File: src/rtl/sub_pipe_pkg.sv
// Shared helpers for sub_pipe: chunk sizing, status flag type, reset constants.
package sub_pipe_pkg;

   function automatic int chunk_w(input int width, input int stages);
      return width / stages;
   endfunction

   // Signed overflow of a - b: operand signs differ and the result sign differs from a.
   function automatic logic signed_ovf(input logic a_msb, input logic b_msb, input logic d_msb);
      return (a_msb != b_msb) && (d_msb != a_msb);
   endfunction

   typedef struct packed {
      logic borrow;
      logic zero;
      logic overflow;
   } status_t;

   localparam logic    VALID_RST  = 1'b0;
   localparam status_t STATUS_RST = '{borrow: 1'b0, zero: 1'b0, overflow: 1'b0};

endpackage

File: src/rtl/sub_chunk.sv
// Combinational W-bit borrow-ripple subtract slice: d = a - b - bin, bout = borrow out of MSB.
module sub_chunk
   import sub_pipe_pkg::*;
#(
   parameter int W = 4
) (
   input  logic [W-1:0] a,
   input  logic [W-1:0] b,
   input  logic         bin,
   output logic [W-1:0] d,
   output logic         bout
);

   logic [W:0] br;

   assign br[0] = bin;

   for (genvar gi = 0; gi < W; gi++) begin : g_bit
      assign d[gi]    = a[gi] ^ b[gi] ^ br[gi];
      assign br[gi+1] = (~a[gi] & (b[gi] | br[gi])) | (b[gi] & br[gi]);
   end

   assign bout = br[W];

endmodule

File: src/rtl/sub_pipe.sv
// sub_pipe: pipelined WIDTH-bit subtractor, one CHUNK-bit slice per stage, valid/ready handshake.
// Define SUB_PIPE_SATURATE_EN for unsigned saturation (Out forced to 0 whenever BorrowOut is set).
module sub_pipe
   import sub_pipe_pkg::*;
#(
   parameter int WIDTH  = 16,
   parameter int STAGES = 4
) (
   input  logic             clk,
   input  logic             rst,
   input  logic             in_valid,
   output logic             in_ready,
   input  logic [WIDTH-1:0] in1,
   input  logic [WIDTH-1:0] in2,
   input  logic             BorrowIn,
   output logic             out_valid,
   input  logic             out_ready,
   output logic [WIDTH-1:0] Out,
   output logic             BorrowOut,
   output logic             Zero,
   output logic             Overflow
);

   localparam int CHUNK = chunk_w(WIDTH, STAGES);
   localparam int LAST  = STAGES - 1;

   typedef struct packed {
      logic             valid;
      logic [WIDTH-1:0] res;
      logic [WIDTH-1:0] a;
      logic [WIDTH-1:0] b;
      logic             borrow;
   } stage_t;

   typedef struct packed {
      logic             valid;
      logic [WIDTH-1:0] res;
      status_t          status;
   } out_t;

   localparam stage_t STAGE_RST = '0;

   // link index k is what stage k consumes: index 0 is the port side, k>0 is stage k-1's register.
   logic             link_valid  [STAGES];
   logic [WIDTH-1:0] link_res    [STAGES];
   logic [WIDTH-1:0] link_a      [STAGES];
   logic [WIDTH-1:0] link_b      [STAGES];
   logic             link_borrow [STAGES];
   logic [CHUNK-1:0] chunk_d     [STAGES];
   logic             chunk_bout  [STAGES];

   logic             stall;
   out_t             out_d;
   out_t             out_q;
   logic [WIDTH-1:0] diff_full;
   logic [WIDTH-1:0] res_final;

   assign stall    = out_q.valid && !out_ready;
   assign in_ready = !stall && !rst;

   assign link_valid[0]  = in_valid && in_ready;
   assign link_res[0]    = '0;
   assign link_a[0]      = in1;
   assign link_b[0]      = in2;
   assign link_borrow[0] = BorrowIn;

   for (genvar gi = 0; gi < STAGES; gi++) begin : g_stage
      sub_chunk #(.W(CHUNK)) u_chunk (
         .a    (link_a[gi][gi*CHUNK +: CHUNK]),
         .b    (link_b[gi][gi*CHUNK +: CHUNK]),
         .bin  (link_borrow[gi]),
         .d    (chunk_d[gi]),
         .bout (chunk_bout[gi])
      );

      if (gi < LAST) begin : g_reg
         stage_t stage_d;
         stage_t stage_q;

         always_comb begin
            stage_d        = STAGE_RST;
            stage_d.valid  = link_valid[gi];
            stage_d.a      = link_a[gi];
            stage_d.b      = link_b[gi];
            stage_d.res    = link_res[gi];
            stage_d.res[gi*CHUNK +: CHUNK] = chunk_d[gi];
            stage_d.borrow = chunk_bout[gi];
         end

         always_ff @(posedge clk) begin
            if (rst) begin
               stage_q <= STAGE_RST;
            end else if (!stall) begin
               stage_q.valid <= stage_d.valid;
               if (stage_d.valid) begin
                  stage_q.res    <= stage_d.res;
                  stage_q.a      <= stage_d.a;
                  stage_q.b      <= stage_d.b;
                  stage_q.borrow <= stage_d.borrow;
               end
            end
         end

         assign link_valid[gi+1]  = stage_q.valid;
         assign link_res[gi+1]    = stage_q.res;
         assign link_a[gi+1]      = stage_q.a;
         assign link_b[gi+1]      = stage_q.b;
         assign link_borrow[gi+1] = stage_q.borrow;
      end
   end

   // Final stage: overflow always looks at the modular difference, zero at the delivered value.
   always_comb begin
      diff_full = link_res[LAST];
      diff_full[LAST*CHUNK +: CHUNK] = chunk_d[LAST];
      res_final = diff_full;
`ifdef SUB_PIPE_SATURATE_EN
      if (chunk_bout[LAST]) begin
         res_final = '0;
      end
`endif
      out_d                 = '0;
      out_d.valid           = link_valid[LAST];
      out_d.res             = res_final;
      out_d.status.borrow   = chunk_bout[LAST];
      out_d.status.zero     = (res_final == '0);
      out_d.status.overflow = signed_ovf(link_a[LAST][WIDTH-1], link_b[LAST][WIDTH-1],
                                         diff_full[WIDTH-1]);
   end

   always_ff @(posedge clk) begin
      if (rst) begin
         out_q.valid  <= VALID_RST;
         out_q.res    <= '0;
         out_q.status <= STATUS_RST;
      end else if (!stall) begin
         out_q.valid <= out_d.valid;
         if (out_d.valid) begin
            out_q.res    <= out_d.res;
            out_q.status <= out_d.status;
         end
      end
   end

   assign out_valid = out_q.valid;
   assign Out       = out_q.res;
   assign BorrowOut = out_q.status.borrow;
   assign Zero      = out_q.status.zero;
   assign Overflow  = out_q.status.overflow;

endmodule
File: config.mk
export PLATFORM = sky130hd
export DESIGN_NAME = sub_pipe
export DESIGN_NICKNAME = d
export VERILOG_FILES = /design/src/rtl/sub_pipe_pkg.sv /design/src/rtl/sub_chunk.sv /design/src/rtl/sub_pipe.sv
export SDC_FILE = /design/constraint.sdc
export NUM_CORES = 1
export LEC_CHECK = 0
export CAP_MARGIN = 10
export CELL_PAD_IN_SITES_DETAIL_PLACEMENT = 1
export CELL_PAD_IN_SITES_GLOBAL_PLACEMENT = 1
export CORE_UTILIZATION = 36
export DETAILED_ROUTE_END_ITERATION = 7
export GPL_ROUTABILITY_DRIVEN = 1
export GPL_TIMING_DRIVEN = 1
export PLACE_DENSITY_LB_ADDON = 0.12
export SLEW_MARGIN = 20
export SYNTH_ARGS = -nofsm -noshare
export SYNTH_HDL_FRONTEND = slang
export SYNTH_SLANG_ARGS = --single-unit
File: constraint.sdc
create_clock -name clk -period 5.1 [get_ports clk]
set_input_delay 0.51 -clock clk [delete_from_list [all_inputs] [get_ports clk]]
set_output_delay 0.51 -clock clk [all_outputs]
set_load 0.03 [all_outputs]
After elaboration in Yosys (flattened, before gate mapping) --
Cells that the tools add are included.
Storage, ports and cells: word-level logic and storage cells 147, input bits 37, output and inout bits 21, flip-flop bits (word level) 146
Cells by class: bitwise gates (word level) 113, equal/unequal tests 2, reduce and logical (&&, ||, !) cells 12
Operators by type and width (count):
- 1-bit bitwise AND | 32
- 1-bit OR | 32
- 1-bit XOR | 32
- 1-bit inverter | 17
- 16-bit zero test | 1
- 2-bit AND reduction | 4
- 1-bit logical AND | 4
- 1-bit zero test | 3
- 1-bit inequality test | 2

Depth between registers and ports, before layout --
Gate-level depths: netlist (run 1).
word-level depth 12, gate-level depth with buffers 10, gate-level depth less buffers 10

Hierarchy --
A second synthesis (run 1) with hierarchy kept.
Unflattened totals: cells, all modules 474, area total of the unflattened synthesis 4281.6 um2
By module, submodules not included:
- sub_pipe | area an instance 3811.2 um2, sequential area each 1961.9 um2, cells an instance 418, instances 1
- sub_chunk | area an instance 117.6 um2, sequential area each 0.0 um2, cells an instance 14, instances 4

Least setup slack after synthesis (run 1) --
Ideal clock, no wire load.
path type register to register, start point register, netlist name g_stage[2].g_reg.stage_q[13], end point register out_q (netlist bit Zero), data arrival time 2289 ps, period minus slack after synthesis 2381 ps, stages on the path, launching flop included 11, required time 5008 ps, buffers on the path 0, path slack 2719 ps, setup time 92 ps, path through dfxtp_1 -> inv_1 -> fa_1 -> inv_1 -> fa_1 -> fa_1 -> inv_1 -> fa_1 -> nor4b_1 -> nand4_1 -> o32ai_1
RTL lines:
- end, declared | RTL line sub_pipe.sv:54 | out_t out_q;

Worst setup path after layout (run 1) --
start point input out_ready, end point output in_ready
On the way: cells in the longest elaborated chain, start to end 4
RTL lines:
- start, declared | RTL line sub_pipe.sv:17 | input logic out_ready,
- 1-bit zero test | RTL line sub_pipe.sv:58 | assign stall = out_q.valid && !out_ready;
- 1-bit logical AND | RTL line sub_pipe.sv:58
- 1-bit zero test
- 1-bit logical AND | RTL line sub_pipe.sv:59 | assign in_ready = !stall && !rst;
- end, declared | RTL line sub_pipe.sv:12 | output logic in_ready,
No other way between the ends.

==> results of run 1 <==
[synth_stat cells (all sizes together)]
cell type,count
a31oi,3
nand3,55
a211oi,7
fa,16
o21ai,54
nor4,2
nand4,1
mux2,22
or4,1
clkbuf,14
o32ai,1
a31o,4
nor2,4
nand2b,1
buf,28
a311oi,10
nand3b,1
inv,33
nor2b,23
nor4b,1
a21oi,68
nand2,8
dfxtp,98
[cell families after synthesis]
logic type | after synthesis | synth area share, %
flops | 98 | 45.5
fa+ha+maj | 16 | 7.43
mux | 22 | 7.49
simple gates | 97 | 12.5
buf+inv | 75 | 8.13
compound gates | 147 | 18.9
[per-stage QoR]
step / utilization [%] / power, W / setup WS (ns)
global placement: 41.9 / 0.00100 / 2.06
global route: 45.1 / 0.00190 / 1.97
floorplan: - / 0.000944 / 2.72
CTS: 45.1 / 0.00184 / 2.02
detailed placement: 41.9 / 0.00100 / 2.04
finish: 45.1 / 0.00182 / 2.05
[final cells by class]
type | count | area [µm²] | area share (%)
Timing Repair Buffer | 59 | 581 | 11.1
Clock inverter | 5 | 125 | 2.40
Multi-Input combinational cell | 282 | 2000 | 38.3
Clock buffer | 11 | 243 | 4.66
Inverter | 33 | 124 | 2.38
Tap cell | 143 | 179 | 3.43
Sequential cell | 98 | 1960 | 37.7
[final timing paths]
path	slack (ns)	start	end
max	2.05	out_ready	in_ready
min	0.46	g_stage[1].g_reg.stage_q[40]	diff_full[7]
max reg2reg	2.35	g_stage[2].g_reg.stage_q[13]	Zero
min reg2reg	0.46	g_stage[1].g_reg.stage_q[40]	diff_full[7]
[tightest hold or removal path, stage by stage, from the launching register on]
cell	delay (ns)
dfxtp_1	0.31
nand3_1	0.06
a21oi_1	0.05
[metal layers]
metal | share of wire, % | vias to the layer above
li1 | - | 1640
met1 | 51 | 1513
met2 | 44 | 59
met3 | 3.3 | 9
met4 | 1.4 | 0
met5 | 0 | -
[flip-flops by register name, indices dropped and copies added, names as in the netlist]
name / flops
Zero: 1
g_stage.g_reg.stage_q: 66
Overflow: 1
diff_full: 12
Out: 16
out_valid: 1
BorrowOut: 1
[power groups by stage]
| stage | logic [W] | registers [W] | clock network [W] |
|---|---|---|---|
| after floorplan | 0.000114 | 0.000830 | 0 |
| after global placement | 0.000163 | 0.000838 | 0 |
| after detailed placement | 0.000166 | 0.000839 | 0 |
| after CTS | 0.000167 | 0.000821 | 0.000855 |
| after global routing | 0.000184 | 0.000825 | 0.000887 |
| final | 0.000165 | 0.000821 | 0.000832 |
[layout by cell type (no fill, tap or decap), types with 4 or more instances in the layout]
cell             count
dfxtp_1             98
a21oi_1             68
clkdlybuf4s50_1     56
nand3_1             54
o21ai_0             53
inv_1               33
nor2b_1             22
mux2_4              20
fa_1                16
a311oi_1            10
clkbuf_16            9
nand2_1              8
a211oi_1             7
nor2_1               4
a31o_2               4
bufinv_16            4
==> flow_summary.json, run 1 <==
{
  "die_w_um": 111,
  "dieHeight_um": 111,
  "grtUsageMet2_pct": 24.6,
  "dp_hpwl_um": 5980,
  "stdcell_count": 631,
  "worst_slew_pin_slew_ns": 1.02,
  "setup_violations": 0,
  "grt.overflow.total": 0,
  "vdd_ir_drop_max_v": 0.000218,
  "intPower_w": 0.00143,
  "first_pass_iters": 6,
  "grt_pass1_vias": 3249,
  "critPathMaxStageDelay_ns": 0.76,
  "cp_top_family": "buffers and inverters",
  "antenna_cells": 0,
  "fin_nets": 536,
  "ys_ff_latch": 98,
  "endpoint_kind": "output pin",
  "hold_ws_ns": 0.464,
  "crit_slowest_cell": "clkdlybuf4s50_1",
  "grt_start_max_net_pins": 86,
  "p_sw_w": 0.000391,
  "ant_nets": 0,
  "ios": 58,
  "syn-cell-area_mm2": 0.00431,
  "drc_errors": 8,
  "switching_share_pct": 21.5,
  "max_freq_mhz": 327,
  "fillers": 1337,
  "fin_setup_tns_ns": 0,
  "clock_latency_ns": 0.34,
  "arrival_ns": 2.54,
  "maxSlewViolCount": 0,
  "final.min_clock_period_ns": 3.05,
  "fin_area_mm2": 0.00521,
  "yosysUniqueCellTypes": 31,
  "drive_gt1_share_pct": 9.63,
  "drv_cap": 0,
  "dp_cells": 615,
  "grt_use_met3_pct": 3.59,
  "syn_area_per_cell_um2": 9.47,
  "busiest_layer": "met2",
  "numCtsBuffers": 9,
  "grtUsageMet1_pct": 22.5,
  "comb_power_share_pct": 9.1,
  "cp_cell_sequence": "clkdlybuf4s50_1, nor2b_4, buf_4, nor2_1, clkdlybuf4s50_1",
  "critPathBufInv": 3,
  "vias_per_cell": 5.10,
  "root_buffer": "clkbuf_16",
  "holdCritPathClass": "reg -> reg",
  "clkPwrFrac_pct": 45.8,
  "rsz0062_at_grt": "false",
  "cp.depth": 5,
  "r2r_cells": 10,
  "startpoint_type": "primary input",
  "post_dp_cell_area_mm2": 0.00484,
  "num_rows": 39,
  "skew_ns": 0.00620,
  "cts_tree": "done",
  "critical_path_required_ns": 4.59,
  "numClockSinks": 98,
  "postSynthCellCount": 455,
  "seqPwrFrac_pct": 45.2,
  "drtIter0Drc": 233,
  "crit_path_frequent_cell": "clkdlybuf4s50_1",
  "totalWireLength_um": 9380,
  "max_slew_margin_pct": 32.1,
  "gp_congestion": 0.696,
  "cts_setup_buffers": 0,
  "track_usage_pct": 16.1,
  "wl_per_cell_um": 14.9,
  "synth_nets": 508,
  "die-area_mm2": 0.0124,
  "crit_type": "in -> out",
  "core_region_area_mm2": 0.0116,
  "cp_max_fo": 60,
  "outcome": "finished, violations left",
  "hold_depth": 2,
  "period_share_pct": 59.9,
  "ys_warn_count": 0,
  "synth-seq-area-share_pct": 45.5,
  "hold_violations": 0,
  "grt_antenna_before_repair": 0,
  "cts_resized": 0,
  "ctsHoldBuffers": 0,
  "violations": "design-rule violations",
  "vias": 3221,
  "p_per_area_mw_per_mm2": 349,
  "start_util_pct": 37.3,
  "grt_pass1_wl_um": 16200,
  "path_clk_slew_ns": 0.07,
  "clock_path_buffers": 2,
  "synth_top_area_share_pct": 45.5,
  "io_buffers": 57,
  "synthToLayoutAreaGrowth_pct": 20.9,
  "htreeDepth": 3,
  "p_leak_nw": 1.86,
  "yosysTopAreaCell": "dfxtp_1",
  "synth.area.top_cells": "dfxtp_1, a21oi_1, fa_1"
}
Note: power is estimated with default switching activity, not from simulation.
==> run 2: changes to the inputs <==
clock period = 2.7 ns   (was 5.1 ns; I/O delays follow)
==> run 2 against run 1 <==
  * Combinational power is 99% higher
  * Clock skew hardly changed
  * Utilization is 0.35 points higher
  * The flow still finishes with violations (design-rule violations)
  * Critical path depth is 5 higher
  * Hold slack worse by 0.053 ns
  * Sequential power is 88% higher
  * Flip-flop and latch count stayed put
==> flow_summary.json, run 2 (synthesized netlist as in run 1, its figures left out) <==
{
  "path_clk_slew_ns": 0.07,
  "numClockSinks": 98,
  "dp_hpwl_um": 6530,
  "grt_start_max_net_pins": 63,
  "skew_ns": 0.00623,
  "final_common_cell": "dfxtp_1",
  "hold_violations": 0,
  "track_usage_pct": 16.6,
  "hold_start": "rst",
  "final.min_clock_period_ns": 2.55,
  "vdd_ir_drop_max_v": 0.000214,
  "holdCritPathClass": "in -> reg",
  "period_share_pct": 94.3,
  "max_slew_margin_pct": 56.1,
  "ant_nets": 0,
  "numCtsBuffers": 9,
  "cp_max_fo": 4,
  "maxSlewViolCount": 0,
  "drive_gt1_share_pct": 11.1,
  "grt_pass1_wl_um": 16400,
  "violations": "design-rule violations",
  "r2r-start": "g_stage[2].g_reg.stage_q[13]",
  "synthToLayoutAreaGrowth_pct": 21.8,
  "outcome": "finished, violations left",
  "p_leak_nw": 1.88,
  "arrival_ns": 2.80,
  "core_region_area_mm2": 0.0116,
  "total_power_w": 0.00333,
  "die-area_mm2": 0.0124,
  "fin_setup_tns_ns": 0,
  "grt_antenna_before_repair": 0,
  "totalWireLength_um": 9650,
  "gp_congestion": 0.686,
  "drtIter0Drc": 137,
  "drc_errors": 7,
  "cts_setup_buffers": 0,
  "vias_per_cell": 5.12,
  "wl_per_cell_um": 15.1,
  "dieHeight_um": 111,
  "ctsHoldBuffers": 0,
  "num_rows": 39,
  "crit_path_start": "g_stage[2].g_reg.stage_q[13]",
  "largest_reg_flops": 66,
  "top_register": "g_stage.g_reg.stage_q",
  "vias": 3264,
  "ios": 58,
  "setup_violations": 0,
  "grt.overflow.total": 0,
  "critical_path_required_ns": 2.96,
  "clock_path_buffers": 2,
  "rrSetupSlack_ns": 0.15,
  "endpoint_kind": "flip-flop",
  "final_cell_mix": "dfxtp_1, a21oi_1, clkdlybuf4s50_1, nand3_1, o21ai_0",
  "drv_cap": 0,
  "cts_tree": "done",
  "grt_pass1_vias": 3197,
  "io_buffers": 57,
  "worst_slew_pin_slew_ns": 0.659,
  "clock_latency_ns": 0.34,
  "stdcell_count": 638,
  "antenna_cells": 0,
  "rsz0062_at_grt": "false",
  "max_freq_mhz": 393,
  "root_buffer": "clkbuf_16",
  "dp_cells": 622,
  "first_pass_iters": 6,
  "die_w_um": 111,
  "start_util_pct": 37.3,
  "cts_resized": 0,
  "startpoint_type": "flip-flop",
  "crit_type": "reg -> reg",
  "p_per_area_mw_per_mm2": 633,
  "fillers": 1305,
  "htreeDepth": 3,
  "fin_nets": 543
}
-- run 2: worst max-delay path, cell delays in order (launching register included) --
cell and delay [ns]:
dfxtp_1 0.31, inv_1 0.07, fa_1 0.17, inv_1 0.05
fa_1 0.37, fa_1 0.37, inv_1 0.07, fa_1 0.46
nor4b_1 0.34, nand4_1 0.14, o32ai_1 0.11
-- run 2: area by class of cell --
type | count | area, µm² | share of cell area [%]
flip-flops and latches | 98 | 1960 | 37.4
clock buffers | 9 | 225 | 4.29
inverters | 33 | 124 | 2.36
clock inverters | 7 | 118 | 2.24
repair buffers | 66 | 646 | 12.3
well taps | 143 | 179 | 3.41
multi-input cells | 282 | 2000 | 38.0
-- run 2: where the power goes --
group	internal [W]	switching, W	total, W
Clock	0.000903	0.000556	0.00146
Combinational	0.000168	0.000160	0.000328
Sequential	0.00151	0.0000333	0.00154
Total	0.00258	0.000749	0.00333
-- run 2: worst paths after layout --
kind / endpoint / depth (start not counted)
hold / removal: g_stage[0].g_reg.stage_q[34] / 4
setup / recovery: Zero / 10
hold reg to reg: g_stage[1].g_reg.stage_q[31] / 2
setup reg to reg: Zero / 10
-- run 2: through the flow --
step / utilization [%] / hold slack (ns) / worst slack (ns) / area (µm²)
floorplan: - / 0.413 / 0.319 / 4310
global placement: 42.4 / 0.453 / 0.138 / 4910
detailed placement: 42.4 / 0.459 / 0.0789 / 4910
CTS: 45.4 / 0.391 / 0.118 / 5250
global route: 45.4 / 0.425 / 0.0259 / 5250
finish: 45.4 / 0.411 / 0.154 / 5250
-- run 2: layer usage --
layer | track usage [%] | share of wire (%) | up-vias | wire (µm)
li1 | - | - | 1648 | -
met1 | 23.8 | 52 | 1543 | 4990
met2 | 24.2 | 43 | 60 | 4170
met3 | 2.50 | 3.0 | 13 | 289
met4 | 8.11 | 2.0 | 0 | 196
met5 | 0 | 0 | - | 0
